===== config.mk =====
export PLATFORM = sky130hd
export DESIGN_NAME = mem_port_arbiter_flat
export DESIGN_NICKNAME = d
export VERILOG_FILES = /design/src/rtl/mem_arb_pkg.sv /design/src/rtl/mem_port_arbiter_if.sv /design/src/rtl/rr_arb2.sv /design/src/rtl/mem_port_arbiter.sv /design/src/flat_wrapper.sv
export SDC_FILE = /design/constraint.sdc
export NUM_CORES = 1
export LEC_CHECK = 0
export CORE_MARGIN = 2
export CORE_UTILIZATION = 21
export CTS_BUF_LIST = sky130_fd_sc_hd__clkbuf_4 sky130_fd_sc_hd__clkbuf_8 sky130_fd_sc_hd__clkbuf_16
export DETAILED_ROUTE_END_ITERATION = 6
export PLACE_DENSITY = 0.84
export SLEW_MARGIN = 40
export SYNTH_ARGS = -nofsm -noshare
export SYNTH_HDL_FRONTEND = slang
export SYNTH_HIERARCHICAL = 1
export SYNTH_SLANG_ARGS = --single-unit

===== constraint.sdc =====
create_clock -name clk -period 1.3 [get_ports clk]
set_input_delay 0.26 -clock clk [delete_from_list [all_inputs] [get_ports clk]]
set_output_delay 0.26 -clock clk [all_outputs]
set_load 0.05 [all_outputs]

===== src/rtl/mem_arb_pkg.sv =====
// mem_arb_pkg: read/write FSM state encodings and requester index constants for mem_port_arbiter
package mem_arb_pkg;
  localparam int NUM_MASTERS = 2;
  localparam int M0 = 0;
  localparam int M1 = 1;
  typedef enum logic [1:0] {RD_IDLE, RD_ADDR, RD_DATA} rd_st_e;
  typedef enum logic [1:0] {WR_IDLE, WR_REQ, WR_RESP} wr_st_e;
endpackage


===== src/rtl/mem_port_arbiter_if.sv =====
// mem_port_arbiter_if: requester-side (m_*) and memory-side (s_*) AXI-lite-style channels plus grants; master = arbiter view, slave = environment view
interface mem_port_arbiter_if #(
  parameter int ADDR_WDTH = 4,
  parameter int DATA_WDTH = 32,
  parameter int RESP_WDTH = 1
);
  import mem_arb_pkg::*;
  logic [NUM_MASTERS-1:0] m_ar_valid, m_aw_valid, m_w_valid, m_r_ready, m_b_ready;
  logic [NUM_MASTERS-1:0] m_ar_ready, m_aw_ready, m_w_ready, m_r_valid, m_b_valid;
  logic [NUM_MASTERS*ADDR_WDTH-1:0] m_ar_addr, m_aw_addr;
  logic [NUM_MASTERS*DATA_WDTH-1:0] m_w_data;
  logic [DATA_WDTH-1:0] m_r_data, s_w_data, s_r_data;
  logic [RESP_WDTH-1:0] m_r_resp, m_b_resp, s_r_resp, s_b_resp;
  logic s_ar_valid, s_aw_valid, s_w_valid, s_r_ready, s_b_ready;
  logic s_ar_ready, s_aw_ready, s_w_ready, s_r_valid, s_b_valid;
  logic [ADDR_WDTH-1:0] s_ar_addr, s_aw_addr;
  logic [NUM_MASTERS-1:0] rd_grant, wr_grant;
  modport master (
    input  m_ar_valid, m_aw_valid, m_w_valid, m_r_ready, m_b_ready, m_ar_addr, m_aw_addr, m_w_data,
    input  s_ar_ready, s_aw_ready, s_w_ready, s_r_valid, s_b_valid, s_r_data, s_r_resp, s_b_resp,
    output m_ar_ready, m_aw_ready, m_w_ready, m_r_valid, m_b_valid, m_r_data, m_r_resp, m_b_resp,
    output s_ar_valid, s_aw_valid, s_w_valid, s_r_ready, s_b_ready, s_ar_addr, s_aw_addr, s_w_data,
    output rd_grant, wr_grant
  );
  modport slave (
    output m_ar_valid, m_aw_valid, m_w_valid, m_r_ready, m_b_ready, m_ar_addr, m_aw_addr, m_w_data,
    output s_ar_ready, s_aw_ready, s_w_ready, s_r_valid, s_b_valid, s_r_data, s_r_resp, s_b_resp,
    input  m_ar_ready, m_aw_ready, m_w_ready, m_r_valid, m_b_valid, m_r_data, m_r_resp, m_b_resp,
    input  s_ar_valid, s_aw_valid, s_w_valid, s_r_ready, s_b_ready, s_ar_addr, s_aw_addr, s_w_data,
    input  rd_grant, wr_grant
  );
endinterface


===== src/rtl/rr_arb2.sv =====
// rr_arb2: 2-input round-robin picker (clk, rst, i_req, i_adv in; one-hot o_gnt out) with registered pointer
module rr_arb2
  import mem_arb_pkg::*;
(
  input  logic                   clk,
  input  logic                   rst,
  input  logic [NUM_MASTERS-1:0] i_req,
  input  logic                   i_adv,
  output logic [NUM_MASTERS-1:0] o_gnt
);
  logic r_ptr;
  always_comb o_gnt = &i_req ? (r_ptr ? 2'b10 : 2'b01) : i_req;
  // Pointer moves when the grant is taken; it is only consulted again once the owner has completed.
  always_ff @(posedge clk or posedge rst)
    if (rst) r_ptr <= 1'b0;
    else if (i_adv) r_ptr <= o_gnt[M0];
endmodule


===== src/rtl/mem_port_arbiter.sv =====
// mem_port_arbiter: shares one memory port between M0/M1 with independent round-robin read and write FSMs (clk, rst, io_bus master modport)
module mem_port_arbiter
  import mem_arb_pkg::*;
#(
  parameter int ADDR_WDTH = 4,
  parameter int DATA_WDTH = 32
) (
  input logic clk,
  input logic rst,
  mem_port_arbiter_if.master io_bus
);
  rd_st_e r_rd_st, w_rd_st_n;
  wr_st_e r_wr_st, w_wr_st_n;
  logic [NUM_MASTERS-1:0] r_rd_gnt, w_rd_gnt_n, w_rd_pick, r_wr_gnt, w_wr_gnt_n, w_wr_pick;
  logic r_aw_done, r_w_done, w_aw_done_n, w_w_done_n;
  logic w_rd_take, w_wr_take, w_aw_open, w_w_open;
  rr_arb2 u_rd_arb (.clk(clk), .rst(rst), .i_req(io_bus.m_ar_valid), .i_adv(w_rd_take), .o_gnt(w_rd_pick));
  rr_arb2 u_wr_arb (.clk(clk), .rst(rst), .i_req(io_bus.m_aw_valid), .i_adv(w_wr_take), .o_gnt(w_wr_pick));
  always_ff @(posedge clk or posedge rst)
    if (rst) begin
      r_rd_st   <= RD_IDLE;
      r_rd_gnt  <= '0;
      r_wr_st   <= WR_IDLE;
      r_wr_gnt  <= '0;
      r_aw_done <= 1'b0;
      r_w_done  <= 1'b0;
    end else begin
      r_rd_st   <= w_rd_st_n;
      r_rd_gnt  <= w_rd_gnt_n;
      r_wr_st   <= w_wr_st_n;
      r_wr_gnt  <= w_wr_gnt_n;
      r_aw_done <= w_aw_done_n;
      r_w_done  <= w_w_done_n;
    end
  always_comb begin
    w_rd_take = r_rd_st == RD_IDLE && |io_bus.m_ar_valid;
    io_bus.s_ar_valid = r_rd_st == RD_ADDR && |(io_bus.m_ar_valid & r_rd_gnt);
    io_bus.s_ar_addr = r_rd_gnt[M1] ? io_bus.m_ar_addr[ADDR_WDTH +: ADDR_WDTH] : io_bus.m_ar_addr[0 +: ADDR_WDTH];
    io_bus.m_ar_ready = r_rd_st == RD_ADDR ? r_rd_gnt & {NUM_MASTERS{io_bus.s_ar_ready}} : '0;
    io_bus.m_r_valid = r_rd_st == RD_DATA ? r_rd_gnt & {NUM_MASTERS{io_bus.s_r_valid}} : '0;
    io_bus.s_r_ready = r_rd_st == RD_DATA && |(io_bus.m_r_ready & r_rd_gnt);
    io_bus.m_r_data = io_bus.s_r_data;
    io_bus.m_r_resp = io_bus.s_r_resp;
    io_bus.rd_grant = r_rd_gnt;
    w_rd_st_n = r_rd_st;
    w_rd_gnt_n = r_rd_gnt;
    if (w_rd_take) begin
      w_rd_st_n = RD_ADDR;
      w_rd_gnt_n = w_rd_pick;
    end else if (io_bus.s_ar_valid && io_bus.s_ar_ready) w_rd_st_n = RD_DATA;
    else if (io_bus.s_r_ready && io_bus.s_r_valid) begin
      w_rd_st_n = RD_IDLE;
      w_rd_gnt_n = '0;
    end
  end
  always_comb begin
    w_wr_take = r_wr_st == WR_IDLE && |io_bus.m_aw_valid;
    w_aw_open = r_wr_st == WR_REQ && !r_aw_done;
    w_w_open = r_wr_st == WR_REQ && !r_w_done;
    io_bus.s_aw_valid = w_aw_open && |(io_bus.m_aw_valid & r_wr_gnt);
    io_bus.s_w_valid = w_w_open && |(io_bus.m_w_valid & r_wr_gnt);
    io_bus.s_aw_addr = r_wr_gnt[M1] ? io_bus.m_aw_addr[ADDR_WDTH +: ADDR_WDTH] : io_bus.m_aw_addr[0 +: ADDR_WDTH];
    io_bus.s_w_data = r_wr_gnt[M1] ? io_bus.m_w_data[DATA_WDTH +: DATA_WDTH] : io_bus.m_w_data[0 +: DATA_WDTH];
    io_bus.m_aw_ready = w_aw_open ? r_wr_gnt & {NUM_MASTERS{io_bus.s_aw_ready}} : '0;
    io_bus.m_w_ready = w_w_open ? r_wr_gnt & {NUM_MASTERS{io_bus.s_w_ready}} : '0;
    io_bus.m_b_valid = r_wr_st == WR_RESP ? r_wr_gnt & {NUM_MASTERS{io_bus.s_b_valid}} : '0;
    io_bus.s_b_ready = r_wr_st == WR_RESP && |(io_bus.m_b_ready & r_wr_gnt);
    io_bus.m_b_resp = io_bus.s_b_resp;
    io_bus.wr_grant = r_wr_gnt;
    w_aw_done_n = r_aw_done | (io_bus.s_aw_valid & io_bus.s_aw_ready);
    w_w_done_n = r_w_done | (io_bus.s_w_valid & io_bus.s_w_ready);
    w_wr_st_n = r_wr_st;
    w_wr_gnt_n = r_wr_gnt;
    if (w_wr_take) begin
      w_wr_st_n = WR_REQ;
      w_wr_gnt_n = w_wr_pick;
    end else if (r_wr_st == WR_REQ && w_aw_done_n && w_w_done_n) w_wr_st_n = WR_RESP;
    else if (io_bus.s_b_ready && io_bus.s_b_valid) begin
      w_wr_st_n = WR_IDLE;
      w_wr_gnt_n = '0;
      w_aw_done_n = 1'b0;
      w_w_done_n = 1'b0;
    end
  end
endmodule


===== src/flat_wrapper.sv =====
// flat-port wrapper written by rule: the top's interface ports become plain ports
module mem_port_arbiter_flat import mem_arb_pkg::*;
#(
  parameter int ADDR_WDTH = 4,
  parameter int DATA_WDTH = 32
)
  (clk, rst, io_bus_m_ar_valid, io_bus_m_aw_valid, io_bus_m_w_valid, io_bus_m_r_ready, io_bus_m_b_ready, io_bus_m_ar_addr, io_bus_m_aw_addr, io_bus_m_w_data, io_bus_s_ar_ready, io_bus_s_aw_ready, io_bus_s_w_ready, io_bus_s_r_valid, io_bus_s_b_valid, io_bus_s_r_data, io_bus_s_r_resp, io_bus_s_b_resp, io_bus_m_ar_ready, io_bus_m_aw_ready, io_bus_m_w_ready, io_bus_m_r_valid, io_bus_m_b_valid, io_bus_m_r_data, io_bus_m_r_resp, io_bus_m_b_resp, io_bus_s_ar_valid, io_bus_s_aw_valid, io_bus_s_w_valid, io_bus_s_r_ready, io_bus_s_b_ready, io_bus_s_ar_addr, io_bus_s_aw_addr, io_bus_s_w_data, io_bus_rd_grant, io_bus_wr_grant);
  mem_port_arbiter_if #(.ADDR_WDTH(ADDR_WDTH), .DATA_WDTH(DATA_WDTH), .RESP_WDTH(1)) io_bus_i ();
  input logic clk;
  input logic rst;
  input wire logic [$bits(io_bus_i.m_ar_valid)-1:0] io_bus_m_ar_valid;
  input wire logic [$bits(io_bus_i.m_aw_valid)-1:0] io_bus_m_aw_valid;
  input wire logic [$bits(io_bus_i.m_w_valid)-1:0] io_bus_m_w_valid;
  input wire logic [$bits(io_bus_i.m_r_ready)-1:0] io_bus_m_r_ready;
  input wire logic [$bits(io_bus_i.m_b_ready)-1:0] io_bus_m_b_ready;
  input wire logic [$bits(io_bus_i.m_ar_addr)-1:0] io_bus_m_ar_addr;
  input wire logic [$bits(io_bus_i.m_aw_addr)-1:0] io_bus_m_aw_addr;
  input wire logic [$bits(io_bus_i.m_w_data)-1:0] io_bus_m_w_data;
  input wire logic [$bits(io_bus_i.s_ar_ready)-1:0] io_bus_s_ar_ready;
  input wire logic [$bits(io_bus_i.s_aw_ready)-1:0] io_bus_s_aw_ready;
  input wire logic [$bits(io_bus_i.s_w_ready)-1:0] io_bus_s_w_ready;
  input wire logic [$bits(io_bus_i.s_r_valid)-1:0] io_bus_s_r_valid;
  input wire logic [$bits(io_bus_i.s_b_valid)-1:0] io_bus_s_b_valid;
  input wire logic [$bits(io_bus_i.s_r_data)-1:0] io_bus_s_r_data;
  input wire logic [$bits(io_bus_i.s_r_resp)-1:0] io_bus_s_r_resp;
  input wire logic [$bits(io_bus_i.s_b_resp)-1:0] io_bus_s_b_resp;
  output wire logic [$bits(io_bus_i.m_ar_ready)-1:0] io_bus_m_ar_ready;
  output wire logic [$bits(io_bus_i.m_aw_ready)-1:0] io_bus_m_aw_ready;
  output wire logic [$bits(io_bus_i.m_w_ready)-1:0] io_bus_m_w_ready;
  output wire logic [$bits(io_bus_i.m_r_valid)-1:0] io_bus_m_r_valid;
  output wire logic [$bits(io_bus_i.m_b_valid)-1:0] io_bus_m_b_valid;
  output wire logic [$bits(io_bus_i.m_r_data)-1:0] io_bus_m_r_data;
  output wire logic [$bits(io_bus_i.m_r_resp)-1:0] io_bus_m_r_resp;
  output wire logic [$bits(io_bus_i.m_b_resp)-1:0] io_bus_m_b_resp;
  output wire logic [$bits(io_bus_i.s_ar_valid)-1:0] io_bus_s_ar_valid;
  output wire logic [$bits(io_bus_i.s_aw_valid)-1:0] io_bus_s_aw_valid;
  output wire logic [$bits(io_bus_i.s_w_valid)-1:0] io_bus_s_w_valid;
  output wire logic [$bits(io_bus_i.s_r_ready)-1:0] io_bus_s_r_ready;
  output wire logic [$bits(io_bus_i.s_b_ready)-1:0] io_bus_s_b_ready;
  output wire logic [$bits(io_bus_i.s_ar_addr)-1:0] io_bus_s_ar_addr;
  output wire logic [$bits(io_bus_i.s_aw_addr)-1:0] io_bus_s_aw_addr;
  output wire logic [$bits(io_bus_i.s_w_data)-1:0] io_bus_s_w_data;
  output wire logic [$bits(io_bus_i.rd_grant)-1:0] io_bus_rd_grant;
  output wire logic [$bits(io_bus_i.wr_grant)-1:0] io_bus_wr_grant;
  assign io_bus_i.m_ar_valid = io_bus_m_ar_valid;
  assign io_bus_i.m_aw_valid = io_bus_m_aw_valid;
  assign io_bus_i.m_w_valid = io_bus_m_w_valid;
  assign io_bus_i.m_r_ready = io_bus_m_r_ready;
  assign io_bus_i.m_b_ready = io_bus_m_b_ready;
  assign io_bus_i.m_ar_addr = io_bus_m_ar_addr;
  assign io_bus_i.m_aw_addr = io_bus_m_aw_addr;
  assign io_bus_i.m_w_data = io_bus_m_w_data;
  assign io_bus_i.s_ar_ready = io_bus_s_ar_ready;
  assign io_bus_i.s_aw_ready = io_bus_s_aw_ready;
  assign io_bus_i.s_w_ready = io_bus_s_w_ready;
  assign io_bus_i.s_r_valid = io_bus_s_r_valid;
  assign io_bus_i.s_b_valid = io_bus_s_b_valid;
  assign io_bus_i.s_r_data = io_bus_s_r_data;
  assign io_bus_i.s_r_resp = io_bus_s_r_resp;
  assign io_bus_i.s_b_resp = io_bus_s_b_resp;
  assign io_bus_m_ar_ready = io_bus_i.m_ar_ready;
  assign io_bus_m_aw_ready = io_bus_i.m_aw_ready;
  assign io_bus_m_w_ready = io_bus_i.m_w_ready;
  assign io_bus_m_r_valid = io_bus_i.m_r_valid;
  assign io_bus_m_b_valid = io_bus_i.m_b_valid;
  assign io_bus_m_r_data = io_bus_i.m_r_data;
  assign io_bus_m_r_resp = io_bus_i.m_r_resp;
  assign io_bus_m_b_resp = io_bus_i.m_b_resp;
  assign io_bus_s_ar_valid = io_bus_i.s_ar_valid;
  assign io_bus_s_aw_valid = io_bus_i.s_aw_valid;
  assign io_bus_s_w_valid = io_bus_i.s_w_valid;
  assign io_bus_s_r_ready = io_bus_i.s_r_ready;
  assign io_bus_s_b_ready = io_bus_i.s_b_ready;
  assign io_bus_s_ar_addr = io_bus_i.s_ar_addr;
  assign io_bus_s_aw_addr = io_bus_i.s_aw_addr;
  assign io_bus_s_w_data = io_bus_i.s_w_data;
  assign io_bus_rd_grant = io_bus_i.rd_grant;
  assign io_bus_wr_grant = io_bus_i.wr_grant;
  mem_port_arbiter #(.ADDR_WDTH(ADDR_WDTH), .DATA_WDTH(DATA_WDTH)) u_core (.clk(clk), .rst(rst), .io_bus(io_bus_i));
endmodule

==> impl_results.md <==
* CP max FO at 20
* Finished Layout Cells at 405
* Max layer used: met4
* Synth Area per Inst at 9.447 sq um
* Final ANT Viol Nets at 0
* Top cells by area, synth: mux2_1, dfrtp_1, buf_4, and3_1, mux2_2
* Root buf cell: clkbuf_8
* XOR/XNOR Fraction of Synth Area at 0%
* # Max-Cap Violations at 0
* Final Hold Fails at 0
* Post-synth top cells: mux2_1, buf_4, dfrtp_1, and3_1, nor2_1
* Initial DRC count at 21
* Pin slew with the least headroom to its limit at 0.4087 ns
* CTS max path bufs at 2
* # setup viols final at 63
* Met2 wire length at 3.863 mm
* First-pass GRT wire length at 9.804 mm
* Crit end category: output port
* Post-synth top flop: dfrtp_1
* Violated checks: setup timing
* Hold Slack at 0.2277 ns
* Syn Nets at 289
* Post-Place Setup Slack at -0.3200 ns
* GRT Residual Overflow at 0
* YS warnings at 6
* Netlist cell types at 29
* Slew HR at 72.72%
* DR vias at 1808
* #FFs+latches synth at 12
* Hold WC Path Type: in2async
* Filler cells at 553
* Peak VDD IR at 0.9428 mV
* DR pass1 iterations at 4
* Number of port buffers at 155
* N_diodes at 0
* Dpl cells at 392
* Die height at 88.31 um
* CP startpoint kind: flop
* I/O pin cnt at 224
* R2R depth at 5
* Total core area at 0.006832 sq mm
* Vias in the first global route at 1888
* DRC violations left at 0
* Period Utilization, post-route at 130.7%
* Most common cell in the synthesized netlist: mux2_1
* H-tree level count at 1
* Top-area cell type share of the netlist area at 27.16%
* F_max at 588.5 MHz
* Clock slew at reported path FFs at 0.05 ns
* Max-slew violations at 0
* Largest family of logic cells by synthesized area: multiplexers
* Mapped Area at 0.001493 sq mm
* Synth Area in Compound Gates at 13.58%
* Outcome: complete, but fails checks
* EDFF count, synth at 0
* Critical path start-end classification: reg2out
* RSZ-0062 raised after global routing: yes
* Total power at 8.256 mW
* Dominant cell type by area after synthesis: mux2_1
* Initial cell density of the core at 21.85%
* M1 WL at 2.388 mm
* Hold buffer count at cts at 0
* Die W at 88.31 um
* Initial antenna violation count at 0
* Mapped Cells at 158
* Arrival @ worst endpoint at 1.44 ns
* Routed WL at 6.985 mm
* Nets at 441
* PD cells at 1973 mW/mm^2
* Routability Congestion at 0.8624
* Dpl hpwl at 5.883 mm
* Worst-Skew Late Latency at 0.24 ns
* Routed len/inst at 17.25 um
* Post-synthesis sequential area ratio at 20.12%
* Min cycle time layout at 1.699 ns
* Fraction of layout cells with a size suffix above 1 at 58.58%
* Routed wl met3 at 694 um
* Site Rows at 30
* CTS tree: yes
* Drt via density at 4.464
* Simple-Gate Fraction of Synth Area at 13.50%
* Post-synthesis mux area share at 32.19%
* Die area at 0.007799 sq mm
* Leak at 1.812 nW
* Layout area overhead at 180.3%
* Final Skew at 0.0004790 ns
* Sink Count at 12
* WP data required at 1.04 ns
* Async S/R FF share, synth at 100.0%
* CTS buffer count at 3
* Final worst setup slack at -0.3991 ns
* Total track usage at 16.09%
* Pin count of the biggest net entering global routing at 21
* Synth Area in Adders at 0%
power breakdown:
| group | switching [mW] | internal (mW) | total [mW] |
|---|---|---|---|
| Sequential | 0.289 | 0.567 | 0.856 |
| Combinational | 3.24 | 3.76 | 7.00 |
| Clock | 0.133 | 0.267 | 0.400 |
critical path: stages, from the launching register on:
cell and delay (ns):
dfrtp_2 0.47, buf_12 0.22, mux2_4 0.35, buf_12 0.15
layout by cell type, fill, tap and decap left out, types with 3 or more instances in the layout:
cell,instances
and2_4,3
buf_4,20
nor3_4,3
dfrtp_1,6
buf_6,9
and3_4,10
nor2b_4,4
clkbuf_8,4
nor2_1,4
dfrtp_2,6
a31oi_1,3
o31ai_1,3
mux2_4,42
inv_1,6
clkdlybuf4s50_1,93
a22o_1,3
buf_12,62
state kept, by name, summed over array words and instances (netlist names):
register,cells
u_core/r_w_done,1
u_core/r_rd_st,2
u_core/u_rd_arb/r_ptr,1
u_core/u_wr_arb/r_ptr,1
u_core/r_aw_done,1
u_core/r_wr_st,2
u_core/io_bus.rd_grant,2
u_core/io_bus.wr_grant,2
stage by stage:
stage	setup TNS (ns)	instance area, sq um	util (%)
final	-17.98	4184	61.25
after global routing	-20.88	4184	61.25
after CTS	-18.36	4138	60.57
after detailed placement	-9.738	3890	56.94
after global placement	-8.539	3890	56.94
after floorplan	-7.761	1753	-
layout make-up:
cell class              instances  area [sq um]  area share, %
flip-flops and latches         12         307.8          7.356
inverters                       6         22.52         0.5383
multi-input cells             100          1225          29.28
repair buffers                187          2454          58.64
clock buffers                   4         55.05          1.316
well taps                      96         120.1          2.871
kinds of logic (layout without fill, tap and decap cells):
| family | after synthesis | count (layout) |
|---|---|---|
| compound gates | 25 | 25 |
| buf+inv | 46 | 197 |
| flops | 12 | 12 |
| mux | 42 | 42 |
| simple gates | 33 | 33 |
timing repair:
action                     in CTS  in global routing
gates resized for setup        32                 10
hold endpoints to repair        0                  0
pin swaps                      10                  9
setup buffers                   8                  3
setup endpoints to repair      63                 67
routing by layer:
layer / track usage, % / up-vias
met5: 0 / -
li1: - / 838
met3: 4.478 / 6
met4: 3.168 / 0
met2: 30.01 / 109
met1: 18.33 / 855
path summary, 6_finish.rpt:
check,from,to,slack (ns)
setup / recovery,u_core/io_bus.wr_grant[1],io_bus_s_w_data[27],-0.40
hold / removal,rst,u_core/u_wr_arb/r_ptr,0.23
max in group asynchronous,rst,u_core/io_bus.rd_grant[0],0.60
min in group clk,io_bus_m_ar_valid[0],u_core/io_bus.rd_grant[1],0.43
hold reg to reg,u_core/u_rd_arb/r_ptr,u_core/u_rd_arb/r_ptr,0.56
setup reg to reg,u_core/io_bus.wr_grant[1],u_core/r_wr_st[1],-0.11
Note: power is estimated with default switching activity, not from simulation.
